## config.mk

```make
export PLATFORM = sky130hd
export DESIGN_NAME = vga_source_switch_ctrl
export DESIGN_NICKNAME = d
export VERILOG_FILES = /design/src/rtl/vga_source_switch_ctrl.sv
export SDC_FILE = /design/constraint.sdc
export NUM_CORES = 1
export LEC_CHECK = 0
export ABC_AREA = 1
export CAP_MARGIN = 40
export CORE_UTILIZATION = 30
export CTS_CLUSTER_DIAMETER = 120
export DETAILED_ROUTE_END_ITERATION = 8
export GPL_ROUTABILITY_DRIVEN = 1
export PLACE_DENSITY = 0.53
export SYNTH_ARGS = -nofsm -noshare
export SYNTH_HDL_FRONTEND = slang
export SYNTH_SLANG_ARGS = --single-unit
```

## constraint.sdc

```tcl
create_clock -name clk -period 1.8 [get_ports clk]
set_clock_uncertainty 0.1 [all_clocks]
set_input_delay 0.36 -clock clk [delete_from_list [all_inputs] [get_ports clk]]
set_output_delay 0.36 -clock clk [all_outputs]
set_load 0.1 [all_outputs]
```

## src/rtl/vga_source_switch_ctrl.sv

```systemverilog
// vga_source_switch_ctrl: frame-aligned VGA source select with forced-blank resync window (optional AUTO_CYCLE_EN auto-toggle).
module vga_source_switch_ctrl #(
  parameter int SYNC_STAGES    = 2,
  parameter int HOLD_FRAMES    = 2,
  parameter int TIMEOUT_CYCLES = 2000000,
  parameter int CYCLE_FRAMES   = 300
) (
  input  logic clk,
  input  logic rst_n,
  input  logic req,
  input  logic req_sel_valid,
  input  logic req_sel,
  input  logic vs_0,
  input  logic vs_1,
  output logic sel,
  output logic force_blank,
  output logic busy,
  output logic done,
  output logic timeout
);
  localparam int TW = ($clog2(TIMEOUT_CYCLES) > 21) ? $clog2(TIMEOUT_CYCLES) : 21;
  typedef enum logic [1:0] {IDLE, WAIT_VS, HOLD} state_t;
  state_t state, state_nxt;
  logic [SYNC_STAGES-1:0] s0, s1;
  logic d0, d1, cur_fall, tmo, to_exit, go, go_tgt, accept, sw, fin, target;
  logic [TW-1:0] tcnt;
  logic [3:0] hcnt;
  // synchronizers idle high so reset release never fakes a frame start
  always_ff @(posedge clk or negedge rst_n)
    if (!rst_n) begin
      s0 <= '1;
      s1 <= '1;
      d0 <= 1'b1;
      d1 <= 1'b1;
    end else begin
      s0 <= {s0[SYNC_STAGES-2:0], vs_0};
      s1 <= {s1[SYNC_STAGES-2:0], vs_1};
      d0 <= s0[SYNC_STAGES-1];
      d1 <= s1[SYNC_STAGES-1];
    end
  assign cur_fall = sel ? (d1 & ~s1[SYNC_STAGES-1]) : (d0 & ~s0[SYNC_STAGES-1]);
  assign tmo      = tcnt == TW'(TIMEOUT_CYCLES - 1);
  assign to_exit  = tmo && !cur_fall && state != IDLE;
`ifdef AUTO_CYCLE_EN
  localparam int FW = $clog2(CYCLE_FRAMES + 1);
  logic [FW-1:0] fcnt;
  logic auto_req;
  assign auto_req = state == IDLE && cur_fall && fcnt == FW'(CYCLE_FRAMES - 1);
  assign go       = req | auto_req;
  assign go_tgt   = (req && req_sel_valid) ? req_sel : ~sel;
  always_ff @(posedge clk or negedge rst_n)
    if (!rst_n) fcnt <= '0;
    else if (state == IDLE) fcnt <= (req || auto_req) ? '0 : cur_fall ? fcnt + 1'b1 : fcnt;
`else
  assign go     = req;
  assign go_tgt = req_sel_valid ? req_sel : ~sel;
`endif
  assign accept = state == IDLE && go && go_tgt != sel;
  assign sw     = state == WAIT_VS && (cur_fall || tmo);
  assign fin    = state == HOLD && ((cur_fall && hcnt <= 4'd1) || to_exit);
  always_ff @(posedge clk or negedge rst_n)
    if (!rst_n) state <= HOLD;
    else state <= state_nxt;
  always_comb state_nxt = accept ? WAIT_VS : sw ? HOLD : fin ? IDLE : state;
  always_comb begin
    busy        = state != IDLE;
    force_blank = state == HOLD;
  end
  // sel moves on the same edge the FSM enters HOLD, so blanking starts with the new source
  always_ff @(posedge clk or negedge rst_n)
    if (!rst_n) begin
      sel     <= 1'b0;
      target  <= 1'b0;
      hcnt    <= 4'(HOLD_FRAMES);
      tcnt    <= '0;
      done    <= 1'b0;
      timeout <= 1'b0;
    end else begin
      done    <= fin;
      timeout <= to_exit;
      target  <= accept ? go_tgt : target;
      sel     <= sw ? target : sel;
      hcnt    <= sw ? 4'(HOLD_FRAMES) : (state == HOLD && cur_fall) ? hcnt - 4'd1 : hcnt;
      tcnt    <= (accept || sw || cur_fall) ? '0 : (state != IDLE) ? tcnt + 1'b1 : tcnt;
    end
endmodule

```

==> results of run 1 <==
==> synth_stat cells, drive strengths merged <==
cell type | number | area [sq um]
nor2 | 58 | 250.2
nand2 | 43 | 171.4
dfrtp | 29 | 725.7
inv | 27 | 108.9
xor2 | 14 | 122.6
nand3 | 13 | 65.06
dfstp | 8 | 210.2
o21ai | 6 | 33.78
nor3 | 4 | 20.02
ha | 3 | 37.54
nand4 | 3 | 18.77
a21oi | 2 | 21.27
a31oi | 2 | 12.51
nand3b | 2 | 15.01
xnor2 | 2 | 17.52
a22o | 1 | 8.760
buf | 1 | 11.26
mux2i | 1 | 10.01
nor3b | 1 | 7.510
o2111ai | 1 | 8.760
o211ai | 1 | 7.510
o21bai | 1 | 7.510
==> worst max-delay path: stages (launching register included) <==
cell and delay (ns):
dfstp_2 0.60, inv_2 0.06, nor2_4 0.15, buf_12 0.19
==> metrics by stage <==
stage	utilization, %	hold slack (ns)
6_report	40.00	0.2583
5_1_grt	40.00	0.2612
4_1_cts	38.99	0.2599
3_5_place_dp	36.53	0.1983
3_3_place_gp	36.53	0.2027
2_1_floorplan	-	-0.03559
==> state kept, by name, summed over array words and instances, names as in the netlist <==
name,flops
hcnt,4
d1,1
timeout,1
s1,2
state,2
target,1
sel,1
done,1
s0,2
d0,1
tcnt,21
==> metal layers <==
metal | vias up | routed length (um) | share of wire (%) | global-route usage [%]
met5 | - | 0 | 0 | 0
met4 | 0 | 76 | 2.0 | 8.571
met3 | 6 | 113 | 3.0 | 2.556
met2 | 21 | 1782 | 47 | 20.33
met1 | 691 | 1801 | 48 | 17.46
li1 | 752 | - | - | -
==> kinds of logic (layout without fill, tap and decap cells) <==
| logic type | after synthesis | count (layout) | share of synthesized area [%] |
|---|---|---|---|
| AO/OA/AOI/OAI | 14 | 14 | 5.291 |
| XOR/XNOR | 16 | 16 | 7.408 |
| adder cells (fa/ha/maj) | 3 | 3 | 1.984 |
| buffers and inverters | 28 | 59 | 6.349 |
| flip-flops | 37 | 37 | 49.47 |
| multiplexers | 1 | 1 | 0.5291 |
| AND/OR/NAND/NOR | 124 | 124 | 28.97 |
==> power breakdown <==
group	switching, mW	internal (mW)	total [mW]	leakage (nW)
sequential	0.124	0.987	1.11	0.475
clock	0.324	0.415	0.739	0.0543
combinational	0.708	0.436	1.14	0.546
total	1.16	1.84	2.99	1.08
==> cell type report <==
cell class | instances | area share, %
sequential | 37 | 39.11
multi-input combinational | 158 | 36.34
timing repair buffer | 24 | 11.17
inverter | 27 | 4.648
tap | 75 | 3.916
clock buffer | 5 | 2.872
clock inverter | 3 | 1.932
==> path summary, 6_finish.rpt <==
kind / to / cells past startpoint / start / slack [ns]
min in group asynchronous: tcnt[0]$_DFFE_PN0P_ / 2 / rst_n / 0.39
hold / removal: s1[1]$_DFF_PN1_ / 0 / s1[0]$_DFF_PN1_ / 0.26
setup reg to reg: tcnt[11]$_DFFE_PN0P_ / 9 / state[1]$_DFFE_PN1P_ / 0.12
hold reg to reg: s1[1]$_DFF_PN1_ / 0 / s1[0]$_DFF_PN1_ / 0.26
max in group asynchronous: d0$_DFF_PN1_ / 3 / rst_n / 0.68
setup / recovery: force_blank / 3 / state[1]$_DFFE_PN1P_ / 0.04
==> repair_timing <==
item                                    CTS  global route
buffers inserted                          3             4
endpoints found under the setup margin    1            11
pin swaps                                 1             4
gates resized for setup                   0            10
hold endpoints to repair                 14             0
hold buffers                              1             0
==> summary.txt, run 1 <==
Outcome
  • Run status: complete, no violations

Floorplanning
  • Die footprint: ~0.0066 sq mm
  • Initial Util: 31.58%
  • Die height: approximately 80 um
  • Row count: 28
  • I/O Pins: 12
  • Chip Width: 81.41 um
  • Core Area: 0.005991 sq mm

Run
  • Max Cap Viol: 0

STA
  • Slew @ Worst Pin: 0.3634 ns
  • Max transition margin: 75.77%
  • Unrepaired setup endpoints after global routing: true
  • Setup TNS: 0 ns
  • Final min period: 1.757 ns
  • Max Freq: 569.1 MHz
  • Tcrit/Tclk final: 97.62%
  • Setup-failing EPs final: 0
  • Final setup margin: 0.04285 ns
  • Max-slew violations: 0
  • Final hold vios: 0

Final layout
  • Final net count: 263
  • Commonest cells after routing, fill and taps aside: nor2_1, nand2_1, dfrtp_1, inv_1, xor2_1
  • Reg area: 937.1 sq um
  • Final Non-Filler Cells: 329
  • Area occupied by multi-input gates: 870.8 sq um
  • Syn-to-layout area delta: 26.65%
  • Commonest non-fill, non-tap cell in the layout: nor2_1
  • Share of cells above drive strength 1: 22.83%
  • Ant. Diodes: 0
  • Fillers: between 500 and 600
  • Final Cell Area: ~0.0024 sq mm

Critical path
  • CP Class: reg2out
  • Worst Path Max Fanout: 4
  • Arrival @ worst endpoint: approximately 1.3 ns
  • Worst Path Required: 1.34 ns
  • Worst setup EP type: primary output
  • Setup crit start kind: flop

Synth
  • Sequential area share after synthesis: 49.47%
  • Avg Cell Area, Syn: 8.483 sq um
  • Post-Syn Nets: 233
  • Synth warn: 0
  • Mapped Area: 0.001892 sq mm
  • Cell count after synthesis: roughly 220
  • Synth cell types: 31
  • Number of synthesized register bits: 37

Route
  • Vias: 1470
  • Drt total wl: approximately 3.8 mm
  • DRT Pass-1 Iters: 4
  • Vias per std cell: roughly 4.5
  • Post-route ant nets: 0
  • Drt wl/cell: 11.47 um
  • DR iter-0 viols: a little over 60
  • DRC Markers: 0

Placed design
  • Post-detail-place hpwl: 2.687 mm
  • Area after DPL: 0.002188 sq mm
  • Placed cells: 313
  • DP Worst Slack: -0.09012 ns
  • Global placement routability congestion: 0.8372
  • IO Port Bufs: 11

Clocking
  • CTS tree: done
  • Clock Root Buffer: clkbuf_8
  • Clk buf depth: 2
  • Htree depth: 2
  • # clock sinks: 37
  • Latest clock arrival within the worst-skew pair: around 0.30 ns
  • Cts bufs inserted: 5
  • Worst-path clk slew: ~0.08 ns

Power and ir drop
  • Power, Total: between 2 and 3 mW
  • Worst vdd ir: 0.4524 mV
  • Power density cells: ~1200 mW/mm^2
  • Lkg Pwr: ~1.1 nW

Global routing
  • Largest net degree at the start of global routing: 24
  • First-pass GRT wire length: about 6.5 mm
  • Initial antenna violation count: 0
  • Total congestion overflow: 0
  • Total Routing Usage GR: a little over an eighth
  • Vias in the first global route: 1384

Hold path
  • Class of the worst hold path: reg2reg
Power figures use the tool's default switching activity.
==> run 2, diff against run 1 <==
- PLACE_DENSITY: 0.53 -> 0.48
==> summary.txt, run 2 (synthesis results as in run 1) <==
Outcome
  • Run status: complete, no violations

Floorplanning
  • Initial Util: 31.58%
  • Die height: 81.41 um
  • Die footprint: 0.006628 sq mm
  • I/O Pins: 12
  • Core Area: between 0.005 and 0.006 sq mm
  • Chip Width: just over 80 um
  • Row count: 28

Critical path
  • CP Class: reg2out
  • Setup crit start kind: flop
  • Worst Path Max Fanout: 4
  • Worst setup EP type: primary output
  • Worst Path Required: 1.34 ns
  • Arrival @ worst endpoint: 1.30 ns

Final layout
  • Commonest cells after routing, fill and taps aside: nor2_1, nand2_1, dfrtp_1, inv_1
  • Regs by FF count: tcnt (21), hcnt (4)
  • Syn-to-layout area delta: 29.37%
  • Share of cells above drive strength 1: approximately a quarter
  • Fillers: 609
  • Final net count: 267
  • Final Cell Area: ~0.0024 sq mm
  • Top reg by flops: tcnt
  • Commonest non-fill, non-tap cell in the layout: nor2_1
  • Max reg flops: 21
  • Fin util: 40.85%
  • Ant. Diodes: 0

Route
  • DRC Markers: 0
  • DRT Pass-1 Iters: 4
  • Drt total wl: approximately 3.9 mm
  • DR iter-0 viols: 55
  • Post-route ant nets: 0
  • Drt wl/cell: 11.66 um
  • Vias per std cell: 4.444
  • Vias: around 1500

Global routing
  • First-pass GRT wire length: 6.534 mm
  • Met2 usage: approximately a fifth
  • Initial antenna violation count: 0
  • Met3 usage: 3.667%
  • Vias in the first global route: 1379
  • Total congestion overflow: 0
  • Total Routing Usage GR: 13.48%
  • Gr busiest metal: met2
  • Largest net degree at the start of global routing: 21
  • GRT met1 Usage: about 18%

Clocking
  • Worst-path clk slew: about 0.070 ns
  • CTS tree: done
  • Clk buf depth: 2
  • Cts bufs inserted: 5
  • Htree depth: 2
  • Latest clock arrival within the worst-skew pair: 0.30 ns
  • Clock Root Buffer: clkbuf_8
  • # clock sinks: 37

Power and ir drop
  • Sw Pwr: about 1.1 mW
  • Clock power frac: around 28%
  • Lkg Pwr: 1.107 nW
  • Int Pwr: 1.987 mW
  • Power density cells: 1268 mW/mm^2
  • Sw Share: 35.97%
  • Register share of total power: 35.7%
  • Worst vdd ir: 0.6102 mV
  • Logic pwr share: 36.8%

STA
  • Final hold vios: 0
  • Final min period: 1.756 ns
  • Slew @ Worst Pin: around 0.28 ns
  • Final setup margin: around 0.044 ns
  • Setup TNS: 0 ns
  • Unrepaired setup endpoints after global routing: true
  • Max transition margin: 81.14%
  • WHS: 0.2579 ns
  • Tcrit/Tclk final: between 90% and 100%
  • Setup-failing EPs final: 0
  • Max-slew violations: 0
  • Max Freq: 569.4 MHz

Placed design
  • Global placement routability congestion: 0.7912
  • Post-detail-place hpwl: between 2 and 3 mm
  • DP Worst Slack: -0.07826 ns
  • IO Port Bufs: 11
  • Area after DPL: 0.002198 sq mm

Hold path
  • Class of the worst hold path: reg2reg

Run
  • Max Cap Viol: 0
-- run 2: through the flow --
step	power [mW]	cells
6_report	3.103	333
3_3_place_gp	2.189	316
3_5_place_dp	2.189	316
5_1_grt	3.299	333
4_1_cts	3.074	326
2_1_floorplan	1.841	223
-- run 2: power groups by stage --
stage	Clock [mW]	Combinational [mW]	Sequential, mW
after floorplan	0	0.658	1.18
after global placement	0	1.07	1.12
after detailed placement	0	1.07	1.12
after CTS	0.881	1.09	1.10
after global routing	0.923	1.25	1.13
final	0.854	1.14	1.11
-- run 2: critical path: stages, from the launching register on --
cell	delay [ns]
dfstp_2	0.59
nor2_4	0.06
inv_6	0.07
buf_6	0.11
buf_12	0.17
-- run 2: final timing paths --
kind                                      start                   end  slack [ns]  cells past startpoint
hold reg to reg                 s1[0]$_DFF_PN1_       s1[1]$_DFF_PN1_        0.26                      0
min in group asynchronous                 rst_n  tcnt[11]$_DFFE_PN0P_        0.44                      3
max in group asynchronous                 rst_n       s1[1]$_DFF_PN1_        0.86                      3
setup / recovery           state[1]$_DFFE_PN1P_                  busy        0.04                      4
setup reg to reg            tcnt[1]$_DFFE_PN0P_  tcnt[10]$_DFFE_PN0P_        0.12                      8
hold / removal                  s1[0]$_DFF_PN1_       s1[1]$_DFF_PN1_        0.26                      0
-- run 2: metal layers --
layer,vias up,wire length (um)
met2,25,1774
met1,690,1901
met4,0,75
li1,760,-
met3,5,131
met5,-,0
-- run 2: timing repair --
action | in CTS | in global routing
hold buffers | 1 | 0
gates cloned | 0 | 0
gates resized for setup | 1 | 11
buffers inserted | 1 | 7
pin swaps | 1 | 6
endpoints found under the setup margin | 1 | 16
endpoints found under the hold margin | 29 | 0
-- run 2: cell type report --
| class | instances | area (sq um) | area share [%] |
|---|---|---|---|
| multi-input cells | 158 | 880.8 | 35.99 |
| inverters | 27 | 108.9 | 4.448 |
| clock buffers | 5 | 68.82 | 2.812 |
| clock inverters | 3 | 65.06 | 2.658 |
| well taps | 75 | 93.84 | 3.834 |
| flip-flops and latches | 37 | 937.1 | 38.29 |
| repair buffers | 28 | 292.8 | 11.96 |
==> run 3, diff against run 2 <==
- CAP_MARGIN: 40 -> 20
==> results of run 3 <==
Final layout, timing and power as in run 2 (identical DEF).
